### src/rtl/fruit_pkg.sv
// Shared types and default tuning constants for the fruit game sequencer.
package fruit_pkg;

  typedef enum logic [1:0] {
    IDLE      = 2'd0,
    PLAY      = 2'd1,
    GAME_OVER = 2'd2
  } game_state_t;

  localparam int unsigned MAX_LIVES      = 3;
  localparam int unsigned SPAWN_BASE     = 60;
  localparam int unsigned SPAWN_STEP     = 6;
  localparam int unsigned SPAWN_MIN      = 20;
  localparam int unsigned CUTS_PER_LEVEL = 5;
  localparam int unsigned MAX_LEVEL      = 7;

  // Spawn interval in frames for a given difficulty level.
  function automatic int unsigned spawn_interval(input int unsigned base,
                                                 input int unsigned step,
                                                 input int unsigned min_iv,
                                                 input int unsigned lvl);
    int unsigned red;
    red = lvl * step;
    if (red >= base || (base - red) < min_iv) return min_iv;
    return base - red;
  endfunction

endpackage

### src/rtl/slot_alloc.sv
// Lowest-index free-slot picker: one-hot grant plus an any-free flag.
module slot_alloc #(
  parameter int NUM_SLOTS = 4
) (
  input  logic [NUM_SLOTS-1:0] busy_i,
  output logic [NUM_SLOTS-1:0] grant_o,
  output logic                 any_free_o
);

  logic [NUM_SLOTS-1:0] free;

  assign free       = ~busy_i;
  // x & -x isolates the lowest set bit.
  assign grant_o    = free & (~free + NUM_SLOTS'(1));
  assign any_free_o = |free;

endmodule

### src/rtl/fruit_scheduler.sv
// Game-level sequencer: spawn timing, slot occupancy, score, lives and level.
module fruit_scheduler
  import fruit_pkg::*;
#(
  parameter int NUM_SLOTS      = 4,
  parameter int MAX_LIVES_P    = MAX_LIVES,
  parameter int SPAWN_BASE_P   = SPAWN_BASE,
  parameter int SPAWN_STEP_P   = SPAWN_STEP,
  parameter int SPAWN_MIN_P    = SPAWN_MIN,
  parameter int CUTS_PER_LVL_P = CUTS_PER_LEVEL,
  parameter int MAX_LEVEL_P    = MAX_LEVEL,
  parameter int SCORE_W        = 8
) (
  input  logic                 frame_clk,
  input  logic                 Reset_n,
  input  logic                 start,
  input  logic [NUM_SLOTS-1:0] fruit_cut,
  input  logic [NUM_SLOTS-1:0] fruit_offscreen,
  output logic [NUM_SLOTS-1:0] new_fruit,
  output logic [NUM_SLOTS-1:0] move_fruit,
  output logic [NUM_SLOTS-1:0] slot_active,
  output logic [SCORE_W-1:0]   score,
  output logic [1:0]           lives,
  output logic [2:0]           level,
  output logic [3:0]           fruit_accel,
  output logic                 playing,
  output logic                 game_over
);

  localparam int CNT_W = $clog2(SPAWN_BASE_P + 1);
  localparam int CW    = $clog2(NUM_SLOTS + 1);

  game_state_t          state_q, state_d;
  logic [NUM_SLOTS-1:0] slot_active_q, slot_active_d;
  logic [NUM_SLOTS-1:0] new_fruit_q, new_fruit_d;
  logic [SCORE_W-1:0]   score_q, score_d;
  logic [1:0]           lives_q, lives_d;
  logic [2:0]           level_q, level_d;
  logic [CNT_W-1:0]     cnt_q, cnt_d;

  logic [NUM_SLOTS-1:0] grant, valid_cut, valid_off;
  logic                 any_free;
  logic [CW-1:0]        n_cut, n_off;
  logic [SCORE_W:0]     score_sum;
  logic [SCORE_W-1:0]   score_sat, lvl_raw;
  logic [1:0]           lives_left;
  logic [2:0]           level_calc;
  logic [CNT_W-1:0]     reload_tbl [8];

  // Allocation looks only at registered occupancy, so a slot freed this
  // edge cannot be respawned until the next one.
  slot_alloc #(.NUM_SLOTS(NUM_SLOTS)) u_alloc (
    .busy_i    (slot_active_q),
    .grant_o   (grant),
    .any_free_o(any_free)
  );

  for (genvar g = 0; g < 8; g++) begin : g_reload
    assign reload_tbl[g] = CNT_W'(spawn_interval(SPAWN_BASE_P, SPAWN_STEP_P,
                                                 SPAWN_MIN_P, g) - 1);
  end

  assign valid_cut = fruit_cut & slot_active_q;
  assign valid_off = fruit_offscreen & slot_active_q & ~fruit_cut;

  always_comb begin
    n_cut = '0;
    n_off = '0;
    for (int i = 0; i < NUM_SLOTS; i++) begin
      n_cut = n_cut + CW'(valid_cut[i]);
      n_off = n_off + CW'(valid_off[i]);
    end
  end

  assign score_sum  = {1'b0, score_q} + (SCORE_W+1)'(n_cut);
  assign score_sat  = score_sum[SCORE_W] ? '1 : score_sum[SCORE_W-1:0];
  assign lives_left = (n_off >= CW'(lives_q)) ? 2'd0 : lives_q - 2'(n_off);
  assign lvl_raw    = score_q / SCORE_W'(CUTS_PER_LVL_P);
  assign level_calc = (lvl_raw > SCORE_W'(MAX_LEVEL_P)) ? 3'(MAX_LEVEL_P)
                                                         : lvl_raw[2:0];

  always_comb begin
    state_d       = state_q;
    slot_active_d = slot_active_q;
    new_fruit_d   = '0;
    score_d       = score_q;
    lives_d       = lives_q;
    level_d       = level_calc;
    cnt_d         = cnt_q;
    unique case (state_q)
      IDLE, GAME_OVER: begin
        slot_active_d = '0;
        if (start) begin
          state_d = PLAY;
          score_d = '0;
          lives_d = 2'(MAX_LIVES_P);
          level_d = '0;
          cnt_d   = CNT_W'(SPAWN_BASE_P - 1);
        end
      end
      PLAY: begin
        slot_active_d = slot_active_q & ~(valid_cut | valid_off);
        score_d       = score_sat;
        lives_d       = lives_left;
        if (cnt_q == '0) begin
          // Timer parks at zero until a slot is free.
          if (any_free) begin
            new_fruit_d   = grant;
            slot_active_d = slot_active_d | grant;
            cnt_d         = reload_tbl[level_q];
          end
        end else begin
          cnt_d = cnt_q - CNT_W'(1);
        end
        if (lives_left == 2'd0) begin
          state_d       = GAME_OVER;
          slot_active_d = '0;
          new_fruit_d   = '0;
        end
      end
      default: state_d = IDLE;
    endcase
  end

  always_ff @(posedge frame_clk or negedge Reset_n) begin
    if (!Reset_n) begin
      state_q       <= IDLE;
      slot_active_q <= '0;
      new_fruit_q   <= '0;
      score_q       <= '0;
      lives_q       <= '0;
      level_q       <= '0;
      cnt_q         <= '0;
    end else begin
      state_q       <= state_d;
      slot_active_q <= slot_active_d;
      new_fruit_q   <= new_fruit_d;
      score_q       <= score_d;
      lives_q       <= lives_d;
      level_q       <= level_d;
      cnt_q         <= cnt_d;
    end
  end

  assign new_fruit   = new_fruit_q;
  assign slot_active = slot_active_q;
  assign score       = score_q;
  assign lives       = lives_q;
  assign level       = level_q;
  assign fruit_accel = {1'b0, level_q} + 4'd1;
  assign playing     = (state_q == PLAY);
  assign game_over   = (state_q == GAME_OVER);
  assign move_fruit  = playing ? slot_active_q : '0;

endmodule

### config.mk
export PLATFORM = sky130hd
export DESIGN_NAME = fruit_scheduler
export DESIGN_NICKNAME = d
export VERILOG_FILES = /design/src/rtl/fruit_pkg.sv /design/src/rtl/slot_alloc.sv /design/src/rtl/fruit_scheduler.sv
export SDC_FILE = /design/constraint.sdc
export NUM_CORES = 1
export LEC_CHECK = 0
export ABC_CLOCK_PERIOD_IN_PS = 5850
export CORE_MARGIN = 2
export CORE_UTILIZATION = 45
export DETAILED_ROUTE_END_ITERATION = 10
export MAX_ROUTING_LAYER = met4
export PLACE_DENSITY = 0.69
export SETUP_SLACK_MARGIN = 0.4
export SYNTH_ARGS = -nofsm -noshare
export SYNTH_HDL_FRONTEND = slang
export SYNTH_SLANG_ARGS = --single-unit
### constraint.sdc
create_clock -name frame_clk -period 5.85 [get_ports frame_clk]
set_input_delay 0.585 -clock frame_clk [delete_from_list [all_inputs] [get_ports frame_clk]]
set_output_delay 0.585 -clock frame_clk [all_outputs]
set_load 0.005 [all_outputs]
* Word level (Yosys, flattened, before mapping)
Memory sizes are Yosys's and may differ from the RTL's.
Cells that the tools add are included.
** Cells by class
- $add $sub $neg :: 11
- Multiply operators :: 0
- Divide/modulo/power cells :: 1
- Magnitude comparators :: 3
- Equal/unequal tests :: 5
- Shifts and indexed selects :: 0
- Mux-type cells :: 27
- Bitwise gates (word level) :: 12
- Reductions and logical operators :: 9
** Operator list (count)
- $mux W4 :: 8
- $mux W6 :: 5
- $and A4 B4 Y4 :: 5
- $mux W8 :: 2
- $not A4 Y4 :: 4
- $pmux W8 S2 :: 1
- $pmux W6 S2 :: 1
- $add A8 B3 Y9 :: 1
- $mux W3 :: 3
- $div A8 B3 Y8 const B :: 1
- $gt A8 B3 Y1 const B :: 1
- $mux W2 :: 4
- $or A4 B4 Y4 :: 2
- $pmux W2 S2 :: 2
- $pmux W4 S2 :: 1
- $add A2 B1 Y3 :: 2
- $add A3 B1 Y3 :: 2
- $logic_not A6 Y1 :: 1
- $sub A6 B1 Y6 const B :: 1
- $add A1 B1 Y2 :: 2
- $add A3 B1 Y4 const B :: 1
- $add A4 B1 Y4 const B :: 1
- $ge A4 B4 Y1 const B :: 1
- $logic_not A2 Y1 :: 2
- 13 further kinds :: 14
** Storage, ports and cells
- Register bits after elaboration :: 29
- Bits in latches :: 0
- Memory bits (writable) :: 0
- ROM bits :: 48
- Input bits :: 11
- Logic and storage cells :: 76
- Memories kept :: 1
** Memory list
- (name not given) :: depth 8, width 6, rd ports 1, clocked after Yosys merged registers in 0, write ports 0, line fruit_scheduler.sv:110 : cnt_d = reload_tbl[level_q];

* Logic depth before layout (Yosys ltp)
Gate-level depths: netlist of the first run.
- Depth in word-level cells :: 10
- Mapped depth :: 17
- Gate-level depth less buffers :: 15

* By module
A second synthesis of the first run with hierarchy kept.
** Unflattened totals
- Cell total of the unflattened synthesis :: 315
- Area total of the unflattened synthesis :: 2738.9 um^2
** By module, submodules not included
- fruit_scheduler :: times used 1, cells an instance 310, area each 2702.6 um^2, seq. area each 725.7 um^2
- slot_alloc :: times used 1, cells an instance 5, area each 36.3 um^2, seq. area each 0.0 um^2

* Worst setup path after synthesis of the first run
OpenSTA, ideal clock, no wires.
- Path type :: register -> register
- From :: reg score_q[6], in the netlist score[6]
- To :: reg level_q[0], in the netlist level[0]
- Setup time :: 88 ps
- Arrival :: 3316 ps
- Path slack :: 2446 ps
- Cell stages (with the launch flop) :: 17
- Buffers on the path :: 1
- Path through :: dfrtp_1 > buf_2 > inv_1 > ha_1 > o21ai_1 > mux2i_2 > a211oi_1 > a311oi_2 > o21ai_0 > o31ai_2 > ha_1 > inv_1 > o211ai_1 > o41ai_1 > or2b_1 > a32o_1 > a41oi_1
** Between the ends
- Cells in the longest elaborated chain, start to end :: 5
** RTL lines
- start, declared :: line fruit_scheduler.sv:36 : logic [SCORE_W-1:0] score_q, score_d;
- start signal, assigned :: line fruit_scheduler.sv:138 : score_q <= score_d;
- $div A8 B3 Y8 (*) :: line fruit_scheduler.sv:78 : assign lvl_raw = score_q / SCORE_W'(CUTS_PER_LVL_P);
- $gt A8 B3 Y1 :: line fruit_scheduler.sv:79 : assign level_calc = (lvl_raw > SCORE_W'(MAX_LEVEL_P)) ? 3'(MAX_LEVEL_P)
- $mux W3 (*) :: line fruit_scheduler.sv:79
- $mux W3 :: line fruit_scheduler.sv:93 : if (start) begin
- $mux W3 (*) :: line fruit_scheduler.sv:90 : unique case (state_q)
- named net level_d[0] :: line fruit_scheduler.sv:38 : logic [2:0] level_q, level_d;
- end signal, assigned :: line fruit_scheduler.sv:140 : level_q <= level_d;
- end, declared :: line fruit_scheduler.sv:38
Mark *: on every way through the listed nets, which the timed path passes. The rest lies on a longest branch.
A chain may end at the register's enable or synchronous reset.

* Worst setup path in the final report of the first run
- From :: reg score_q[5], in the netlist score[5]
- To :: reg level_q[0], in the netlist level[0]
Same word-level chain as after synthesis.

==> impl_metrics.py, run 1 <==
metrics = {
    "status": {
        "status": "finished clean",
    },
    "timing": {
        "fmax_mhz": 251,
        "period_share": 0.682,
        "drv_slew": 0,
        "fin_setup_tns_ns": 0,
        "setup_viol": 0,
        "worst_slew_pin_slew_ns": 0.720,
        "min_period_ns": 3.99,
        "final_hold_viol_count": 0,
        "layout_setup_ws_ns": 1.86,
        "skew_ns": 0.00666,
        "slew_headroom": 0.518,
        "rsz0062_at_grt": "false",
    },
    "routing": {
        "firstDrtPassIters": 4,
        "wirelength_um": 6610,
        "viasPerCell": 5.87,
        "vias": 2548,
        "drtIter0Drc": 171,
        "wl_per_cell_um": 15.2,
        "drcViolationCount": 0,
        "drtAntennaViolNets": 0,
    },
    "layout": {
        "stdcell_count": 434,
        "num-nets-final": 390,
        "area_delta_synth_final_pct": 19.4,
        "fill_cells": 526,
        "n_antenna_cell": 0,
        "drive_gt1_frac": 0.0864,
    },
    "clocking": {
        "post-cts-setup-buffer-count": 0,
        "clock_latency_ns": 0.28,
        "htreeDepth": 2,
        "cts.path.max_buffers": 2,
        "cts_hold_buf": 0,
        "cts_inserted_buffers": 5,
        "clk_pin_slew_worst_paths_ns": 0.07,
        "cts_tree": "done",
        "clockRootBuffer": "clkbuf_8",
        "cts_resized": 0,
        "clock-sinks": 29,
    },
    "critical_path": {
        "startpoint_type": "register",
        "regToRegStartpoint": "score[5]",
        "endpoint_kind": "register",
        "reg2regPathDepth": 11,
        "worstPathArrival_ns": 4.19,
        "crit_required_ns": 6.05,
        "critPathKind": "register to register",
        "cp_common_cell": "ha_1",
        "cp_max_fo": 17,
        "r2r_end": "level[0]",
        "slowest_stage": "dfrtp_1",
        "path_cells": "ha_1 > o21ai_1 > mux2i_2 > a211oi_1 > a311oi_2 > o31ai_2 > ha_1 > o41ai_1 > o21bai_1 > a32o_1 > a41oi_1",
        "slowest_delay_ns": 0.72,
        "rrSetupSlack_ns": 1.86,
    },
    "global_route": {
        "grt_first_pass_wirelength_um": 11000,
        "first_global_vias": 2316,
        "antenna_found_initial": 0,
        "grt_max_degree": 30,
        "grt_overflow": 0,
        "grtUsageTotal": 0.214,
    },
    "power": {
        "p_per_area_nw_per_um2": 219,
        "p_int_uw": 444,
        "p_leak_uw": 0.00136,
        "p_sw_uw": 260,
        "seqPwrFrac": 0.411,
        "combPwrFrac": 0.361,
        "clockPowerShare": 0.228,
        "peakVddDrop_mv": 0.129,
        "swShare": 0.369,
    },
    "logic_synthesis": {
        "syn_nets": 356,
        "ys_seq_area_frac": 0.270,
        "ys_ff_latch": 29,
        "synth-simple-area-share": 0.238,
        "synth-compound-area-share": 0.301,
        "synth_cell_types": 71,
        "yosys-top-cells-area": "dfrtp_1 27%, ha_1 7.4%, a21oi_1 4.1%, fa_1 3.7%, nand2_1 3.6%",
        "synth_top_area_cell": "dfrtp_1",
        "yosysTopAreaCellShare": 0.270,
        "synth_top_family_by_area": "compound AO/OA/AOI/OAI gates",
        "syn_inst": 324,
        "synth_xor_area_frac": 0.00976,
        "synth_fa_ha_area_frac": 0.112,
        "synth_edf_count": 0,
        "synthMuxAreaShare": 0.0130,
        "ys.flop_type": "dfrtp_1",
        "syn-cell-area_sq_um": 2690,
        "avgSynthCellArea_sq_um": 8.31,
        "async_flop_share": 1.00,
        "yosysWarnings": 0,
    },
    "die": {
        "start_util": 0.460,
        "die_w_um": 81.3,
        "die-area_sq_um": 6620,
        "io_pins": 42,
        "core_sq_um": 5850,
        "row_count": 28,
        "die_y_um": 81.3,
    },
    "run": {
        "maxCapViolations": 0,
    },
    "min_path": {
        "hold_class": "register to register",
        "holdCritStartpoint": "cnt_q[0]",
        "holdPathEnd": "cnt_q[0]",
        "min_path_cells": 1,
    },
    "placed_design": {
        "place_ws_ns": 1.90,
        "place_inst": 426,
        "portBuffers": 41,
        "place.gp.congestion": 0.890,
        "dpl.hpwl_um": 4990,
    },
}
-- layout by cell type, fill, tap and decap left out, types with 6 or more instances in the layout --
master           netlist  routed
and2_1                10      10
nand2_1               26      26
inv_1                 20      20
o21ai_0               17      17
dfrtp_1               29      29
ha_1                  16      16
a21oi_1               22      22
nand3_1                7       7
a31oi_1               11      11
nor2_1                23      23
nor3_1                15      15
a211oi_1               6       6
clkdlybuf4s50_1        0      41
o31ai_1                8       8
-- sequential cells by signal, summed over array words and instances (netlist names) --
signal       flops
lives            2
new_fruit        4
level            3
slot_active      4
cnt_q            6
state_q          2
score            8
-- power by group through the flow --
stage	clock network (uW)	logic, uW	registers, uW
2_1_floorplan	0	172	277
3_3_place_gp	0	249	293
3_5_place_dp	0	256	293
4_1_cts	165	257	290
5_1_grt	173	291	297
6_report	161	254	289
-- cells by family (layout without fill, tap and decap cells) --
logic type | after synthesis | after routing
AO/OA/AOI/OAI | 112 | 112
multiplexers | 3 | 3
flip-flops | 29 | 29
AND/OR/NAND/NOR | 120 | 120
buffers and inverters | 36 | 71
adder cells (fa/ha/maj) | 21 | 21
XOR/XNOR | 3 | 3
-- synth_stat cells, drive strengths merged, types with 2 or more instances --
cell and n:
o21ai 20, mux2i 2, buf 6, o211a 5
a21oi 23, inv 20, o31ai 9, ha 16
a311oi 4, xor2 2, nor3 15, nand2 27
dfrtp 29, nor4 4, nand2b 5, a41oi 2
a211oi 7, o211ai 5, o21bai 2, a21o 4
nor2 25, fa 5, or3 4, or2 5
o21a 3, and3 2, a31oi 11, and2 11
nand4 2, a22oi 3, a22o 2, nor3b 4
nand3 8, clkbuf 9, o22ai 2, nor2b 4
-- how the worst max path moves through the flow --
stage               startpoint        to  slack [ns]
finish                score[5]  level[0]        1.86
global route          score[5]  level[0]        1.58
CTS                   score[5]  level[0]        1.86
detailed placement    score[5]  level[0]        1.90
global placement      score[5]  level[0]        2.02
floorplan             score[6]  level[0]        2.45
-- routing by layer --
| layer | vias up | track usage | share of wire |
|---|---|---|---|
| li1 | 1256 | - | - |
| met1 | 1237 | 0.294 | 0.46 |
| met2 | 51 | 0.336 | 0.49 |
| met3 | 4 | 0.0367 | 0.039 |
| met4 | 0 | 0.0390 | 0.0041 |
| met5 | - | - | 0 |
-- stage by stage --
step	hold WS (ns)	total power [uW]	util	instance area, sq um
floorplan	0.289	449	-	2690
global placement	0.531	542	0.534	3130
detailed placement	0.533	549	0.534	3130
CTS	0.542	712	0.549	3210
global route	0.583	762	0.549	3210
finish	0.538	704	0.549	3210
-- worst max-delay path: cells and delay by family (launching register included) --
kind	cells	cell delay, ns
fa+ha+maj	2	0.62
flops	1	0.72
compound gates	8	2.16
mux	1	0.40
-- area by class of cell --
type,count,area (sq um),share of cell area
clock buffer,5,68.8,0.0214
multi-input combinational,259,1810,0.563
clock inverter,3,17.5,0.00545
tap,75,93.8,0.0292
sequential,29,726,0.226
inverter,21,78.8,0.0245
timing repair buffer,42,418,0.130
Note: power is estimated with default switching activity, not from simulation.
==> run 2: changes to the inputs <==
Settings changed: ABC_CLOCK_PERIOD_IN_PS 5850 to 3700.
Clock period 5.85 ns to 3.7 ns, I/O delays scaled along.
==> impl_metrics.py, run 2 (same netlist as run 1, synthesis figures left out) <==
metrics = {
    "timing": {
        "worst_slew_pin_slew_ns": 0.567,
        "fin_setup_tns_ns": 0,
        "fmax_mhz": 313,
        "drv_slew": 0,
        "slew_headroom": 0.622,
        "rsz0062_at_grt": "false",
        "layout_setup_ws_ns": 0.509,
        "final_hold_viol_count": 0,
        "setup_viol": 0,
        "period_share": 0.863,
        "min_period_ns": 3.19,
        "skew_ns": 0.00613,
    },
    "global_route": {
        "grt_first_pass_wirelength_um": 11400,
        "grt_overflow": 0,
        "grt_max_degree": 30,
        "first_global_vias": 2419,
        "grtUsageTotal": 0.225,
        "antenna_found_initial": 0,
    },
    "layout": {
        "fin_util": 0.597,
        "final_cell_mix": "41 x clkdlybuf4s50_1, 26 x dfrtp_1, 25 x nand2_1",
        "largest_reg_flops": 8,
        "n_antenna_cell": 0,
        "final_common_cell": "clkdlybuf4s50_1",
        "drive_gt1_frac": 0.176,
        "num-nets-final": 407,
        "area_delta_synth_final_pct": 29.8,
    },
    "routing": {
        "wl_per_cell_um": 16.0,
        "wirelength_um": 7240,
        "firstDrtPassIters": 4,
        "drcViolationCount": 0,
        "vias": 2661,
        "drtAntennaViolNets": 0,
        "viasPerCell": 5.90,
        "drtIter0Drc": 150,
    },
    "critical_path": {
        "critPathKind": "primary input to register",
        "cpLargestDelayFamily": "adder cells",
        "r2r_end": "level[0]",
        "critPathCapture": "slot_active[2]",
        "crit_required_ns": 3.92,
        "cp-startpoint": "fruit_offscreen[3]",
        "endpoint_kind": "register",
        "cp_common_cell": "fa_1",
        "crit_cells": 12,
        "slowest_stage": "clkdlybuf4s50_1",
        "slowest_delay_ns": 0.51,
        "path_cells": "clkdlybuf4s50_1 > nand2_1 > nor2_1 > fa_1 > ha_1 > fa_1 > or2_2 > a21oi_2 > or2_4 > nand3_1 > nor3_2 > a21o_1",
        "cp_max_fo": 3,
        "worstPathArrival_ns": 3.41,
        "reg2regPathDepth": 15,
        "startpoint_type": "primary input",
        "regToRegStartpoint": "score[6]",
        "rrSetupSlack_ns": 0.52,
        "critPathBufInv": 1,
    },
    "die": {
        "die_w_um": 81.3,
        "start_util": 0.460,
        "die-area_sq_um": 6620,
        "die_y_um": 81.3,
        "row_count": 28,
        "io_pins": 42,
        "core_sq_um": 5850,
    },
    "clocking": {
        "htreeDepth": 2,
        "clock_latency_ns": 0.28,
        "clockRootBuffer": "clkbuf_8",
        "cts_tree": "done",
        "cts.path.max_buffers": 2,
        "clk_pin_slew_worst_paths_ns": 0.06,
        "cts_inserted_buffers": 5,
        "clock-sinks": 29,
    },
    "power": {
        "p_per_area_nw_per_um2": 350,
        "peakVddDrop_mv": 0.222,
        "seqPwrFrac": 0.373,
        "p_leak_uw": 0.00150,
        "p_sw_uw": 417,
        "combPwrFrac": 0.349,
        "swShare": 0.341,
        "clockPowerShare": 0.278,
        "p_int_uw": 805,
    },
    "placed_design": {
        "dpl.hpwl_um": 5210,
        "portBuffers": 41,
        "place.gp.congestion": 0.929,
        "place_ws_ns": 0.152,
    },
    "min_path": {
        "hold_class": "primary input to asynchronous set/reset pin",
    },
    "run": {
        "maxCapViolations": 0,
    },
    "status": {
        "status": "finished clean",
    },
}
[run 2: routing by layer]
metal  track usage  routed length (um)  up-vias
li1              -                   -     1298
met1         0.303                3340     1275
met2         0.344                3500       75
met3        0.0378                 289       13
met4        0.0712                 114        0
met5             -                   0        -
[run 2: cell type report]
type                       instances  area (sq um)
sequential                        29           729
fill                             523          2360
tap                               75          93.8
clock buffer                       7          86.3
multi-input combinational        259          1930
inverter                          21          78.8
timing repair buffer              59           546
clock inverter                     1          30.0
[run 2: metrics by stage]
stage               cells  instance area [sq um]  hold slack (ns)  power [uW]
floorplan             324                   2700           0.0744         711
global placement      438                   3220            0.535         863
detailed placement    438                   3220            0.541         875
CTS                   446                   3370            0.502        1220
global route          451                   3490            0.527        1310
finish                451                   3490            0.477        1220
[run 2: power groups by stage]
stage | combinational [uW] | clock [uW] | sequential (uW)
6_report | 426 | 340 | 456
5_1_grt | 482 | 358 | 467
4_1_cts | 424 | 343 | 454
3_5_place_dp | 415 | 0 | 459
3_3_place_gp | 407 | 0 | 457
2_1_floorplan | 272 | 0 | 438
[run 2: worst reg2reg max path: stages (launching register included)]
cell and delay, ns:
dfrtp_1 0.38, inv_1 0.15, ha_4 0.22, o21ai_2 0.11, mux2_2 0.34, nor3_1 0.22, a21oi_2 0.07, and2_4 0.18
o31ai_2 0.27, ha_2 0.24, inv_1 0.05, o211ai_1 0.10, o41ai_2 0.13, or2b_1 0.26, a32o_1 0.21, a41oi_1 0.19
[run 2: worst min path at each step]
stage                        start        to  slack (ns)  cells past startpoint
after floorplan            Reset_n  cnt_q[0]        0.07                      0
after detailed placement  cnt_q[0]  cnt_q[0]        0.54                      1
after CTS                  Reset_n  cnt_q[4]        0.50                      2
after global routing       Reset_n  cnt_q[4]        0.53                      2
final                      Reset_n  cnt_q[4]        0.48                      2
after global placement    cnt_q[0]  cnt_q[0]        0.54                      1
[run 2: repair_timing]
| item | CTS | global route |
|---|---|---|
| setup endpoints to repair | 2 | 8 |
| gates resized for setup | 5 | 20 |
| buffers inserted | 0 | 5 |
| pin swaps | 0 | 4 |
| hold buffers | 0 | 0 |
==> run 3: changes to the inputs <==
--- a/config.mk
+++ b/config.mk
@@ -7,7 +7,9 @@
 export LEC_CHECK = 0
 export ABC_CLOCK_PERIOD_IN_PS = 3700
+export CAP_MARGIN = 15
 export CORE_MARGIN = 2
 export CORE_UTILIZATION = 45
 export DETAILED_ROUTE_END_ITERATION = 10
+export GPL_ROUTABILITY_DRIVEN = 0
 export MAX_ROUTING_LAYER = met4
 export PLACE_DENSITY = 0.69
==> constraint.sdc (replaced) <==
create_clock -name frame_clk -period 3.7 [get_ports frame_clk]
set_input_delay 0.74 -clock frame_clk [delete_from_list [all_inputs] [get_ports frame_clk]]
set_output_delay 0.74 -clock frame_clk [all_outputs]
set_load 0.005 [all_outputs]
==> impl_metrics.py, run 3 (same netlist as run 1, synthesis figures left out) <==
metrics = {
    "routing": {
        "viasPerCell": 5.86,
        "drtAntennaViolNets": 0,
        "vias": 2719,
        "drtIter0Drc": 128,
        "wirelength_um": 7580,
        "firstDrtPassIters": 4,
        "wl_per_cell_um": 16.3,
        "drcViolationCount": 0,
    },
    "timing": {
        "setup_viol": 0,
        "skew_ns": 0.00394,
        "min_period_ns": 3.26,
        "drv_slew": 0,
        "fmax_mhz": 307,
        "final_hold_viol_count": 0,
        "whs_ns": 0.555,
        "rsz0062_at_grt": "true",
        "slew_headroom": 0.555,
        "layout_setup_ws_ns": 0.443,
        "period_share": 0.880,
        "worst_slew_pin_slew_ns": 0.666,
    },
    "min_path": {
        "min_path_cells": 1,
        "holdPathEnd": "cnt_q[0]",
        "holdCritStartpoint": "cnt_q[0]",
        "hold_class": "register to register",
    },
    "die": {
        "row_count": 28,
        "start_util": 0.460,
        "core_sq_um": 5850,
        "die-area_sq_um": 6620,
        "io_pins": 42,
        "die_y_um": 81.3,
        "die_w_um": 81.3,
    },
    "power": {
        "p_int_uw": 743,
        "p_leak_uw": 0.00159,
        "seqPwrFrac": 0.376,
        "p_sw_uw": 446,
        "combPwrFrac": 0.411,
        "clockPowerShare": 0.213,
        "swShare": 0.375,
        "peakVddDrop_mv": 0.230,
        "p_per_area_nw_per_um2": 321,
    },
    "global_route": {
        "grt_max_degree": 30,
        "first_global_vias": 2485,
        "grtUsageTotal": 0.234,
        "antenna_found_initial": 0,
        "grt_overflow": 0,
        "grt_first_pass_wirelength_um": 11800,
    },
    "layout": {
        "area_delta_synth_final_pct": 37.4,
        "num-nets-final": 420,
        "multiInputGateArea_sq_um": 2050,
        "final_common_cell": "clkdlybuf4s50_1",
        "fill_cells": 489,
        "final_cell_mix": "35 x clkdlybuf4s50_1, 30 x buf_4, 26 x dfrtp_1",
        "seqCellArea_sq_um": 729,
        "fin_util": 0.632,
        "drive_gt1_frac": 0.239,
        "largest_reg_flops": 8,
        "n_antenna_cell": 0,
    },
    "placed_design": {
        "place_ws_ns": -0.198,
        "portBuffers": 41,
        "dpl.hpwl_um": 5320,
    },
    "clocking": {
        "clock-sinks": 29,
        "cts_inserted_buffers": 5,
        "clk_pin_slew_worst_paths_ns": 0.07,
        "clockRootBuffer": "clkbuf_8",
        "cts_tree": "done",
        "cts.path.max_buffers": 2,
        "clock_latency_ns": 0.28,
        "htreeDepth": 2,
        "cts_hold_buf": 0,
    },
    "critical_path": {
        "endpoint_kind": "register",
        "regToRegStartpoint": "score[1]",
        "r2r_end": "level[0]",
        "startpoint_type": "primary input",
        "critPathKind": "primary input to register",
        "rrSetupSlack_ns": 0.53,
        "reg2regPathDepth": 13,
        "worstPathArrival_ns": 3.43,
        "cp_max_fo": 3,
        "crit_required_ns": 3.88,
    },
    "run": {
        "maxCapViolations": 0,
    },
    "status": {
        "status": "finished clean",
    },
}
run 3: layout make-up:
type / count / share of cell area
timing repair buffer: 72 / 0.176
sequential: 29 / 0.197
multi-input combinational: 259 / 0.555
tap: 75 / 0.0254
inverter: 21 / 0.0223
clock inverter: 3 / 0.00474
clock buffer: 5 / 0.0186
run 3: timing repair:
action,4_1_cts,5_1_grt
setup buffers,2,7
pin swaps,11,13
endpoints found under the setup margin,12,8
gates resized for setup,25,31
run 3: critical path: stages:
cell and delay [ns]:
clkdlybuf4s50_1 0.48, and2_1 0.19, fa_1 0.53, fa_1 0.20, inv_1 0.06, fa_2 0.38
nor3_4 0.25, buf_4 0.14, buf_4 0.09, nand2_1 0.06, a211oi_1 0.30
run 3: routing by layer:
metal,part of all wire,global-route usage
met1,0.44,0.300
met2,0.50,0.371
met3,0.042,0.0500
met4,0.023,0.0678
met5,0,-
run 3: through the flow:
| step | instances | instance area (sq um) | total power [uW] | setup TNS (ns) |
|---|---|---|---|---|
| final | 464 | 3700 | 1190 | 0 |
| after global routing | 464 | 3700 | 1280 | 0 |
| after CTS | 457 | 3490 | 1160 | 0 |
| after detailed placement | 447 | 3290 | 896 | -0.855 |
| after global placement | 447 | 3290 | 881 | -0.359 |
| after floorplan | 324 | 2700 | 711 | 0 |
run 3: power groups by stage:
stage,Combinational [uW],Clock (uW),Sequential (uW)
detailed placement,444,0,452
global placement,434,0,447
floorplan,272,0,438
global route,551,281,453
finish,489,254,447
CTS,459,259,446
run 3: worst max-delay path by stage:
| stage | from | to | slack, ns | depth (start not counted) |
|---|---|---|---|---|
| final | fruit_cut[2] | score[6] | 0.44 | 11 |
| after floorplan | score[6] | level[0] | 0.41 | 16 |
| after global routing | fruit_offscreen[1] | slot_active[0] | 0.35 | 12 |
| after detailed placement | fruit_offscreen[1] | slot_active[2] | -0.20 | 12 |
| after global placement | fruit_offscreen[1] | slot_active[2] | -0.1 | 12 |
| after CTS | score[5] | level[0] | 0.42 | 13 |
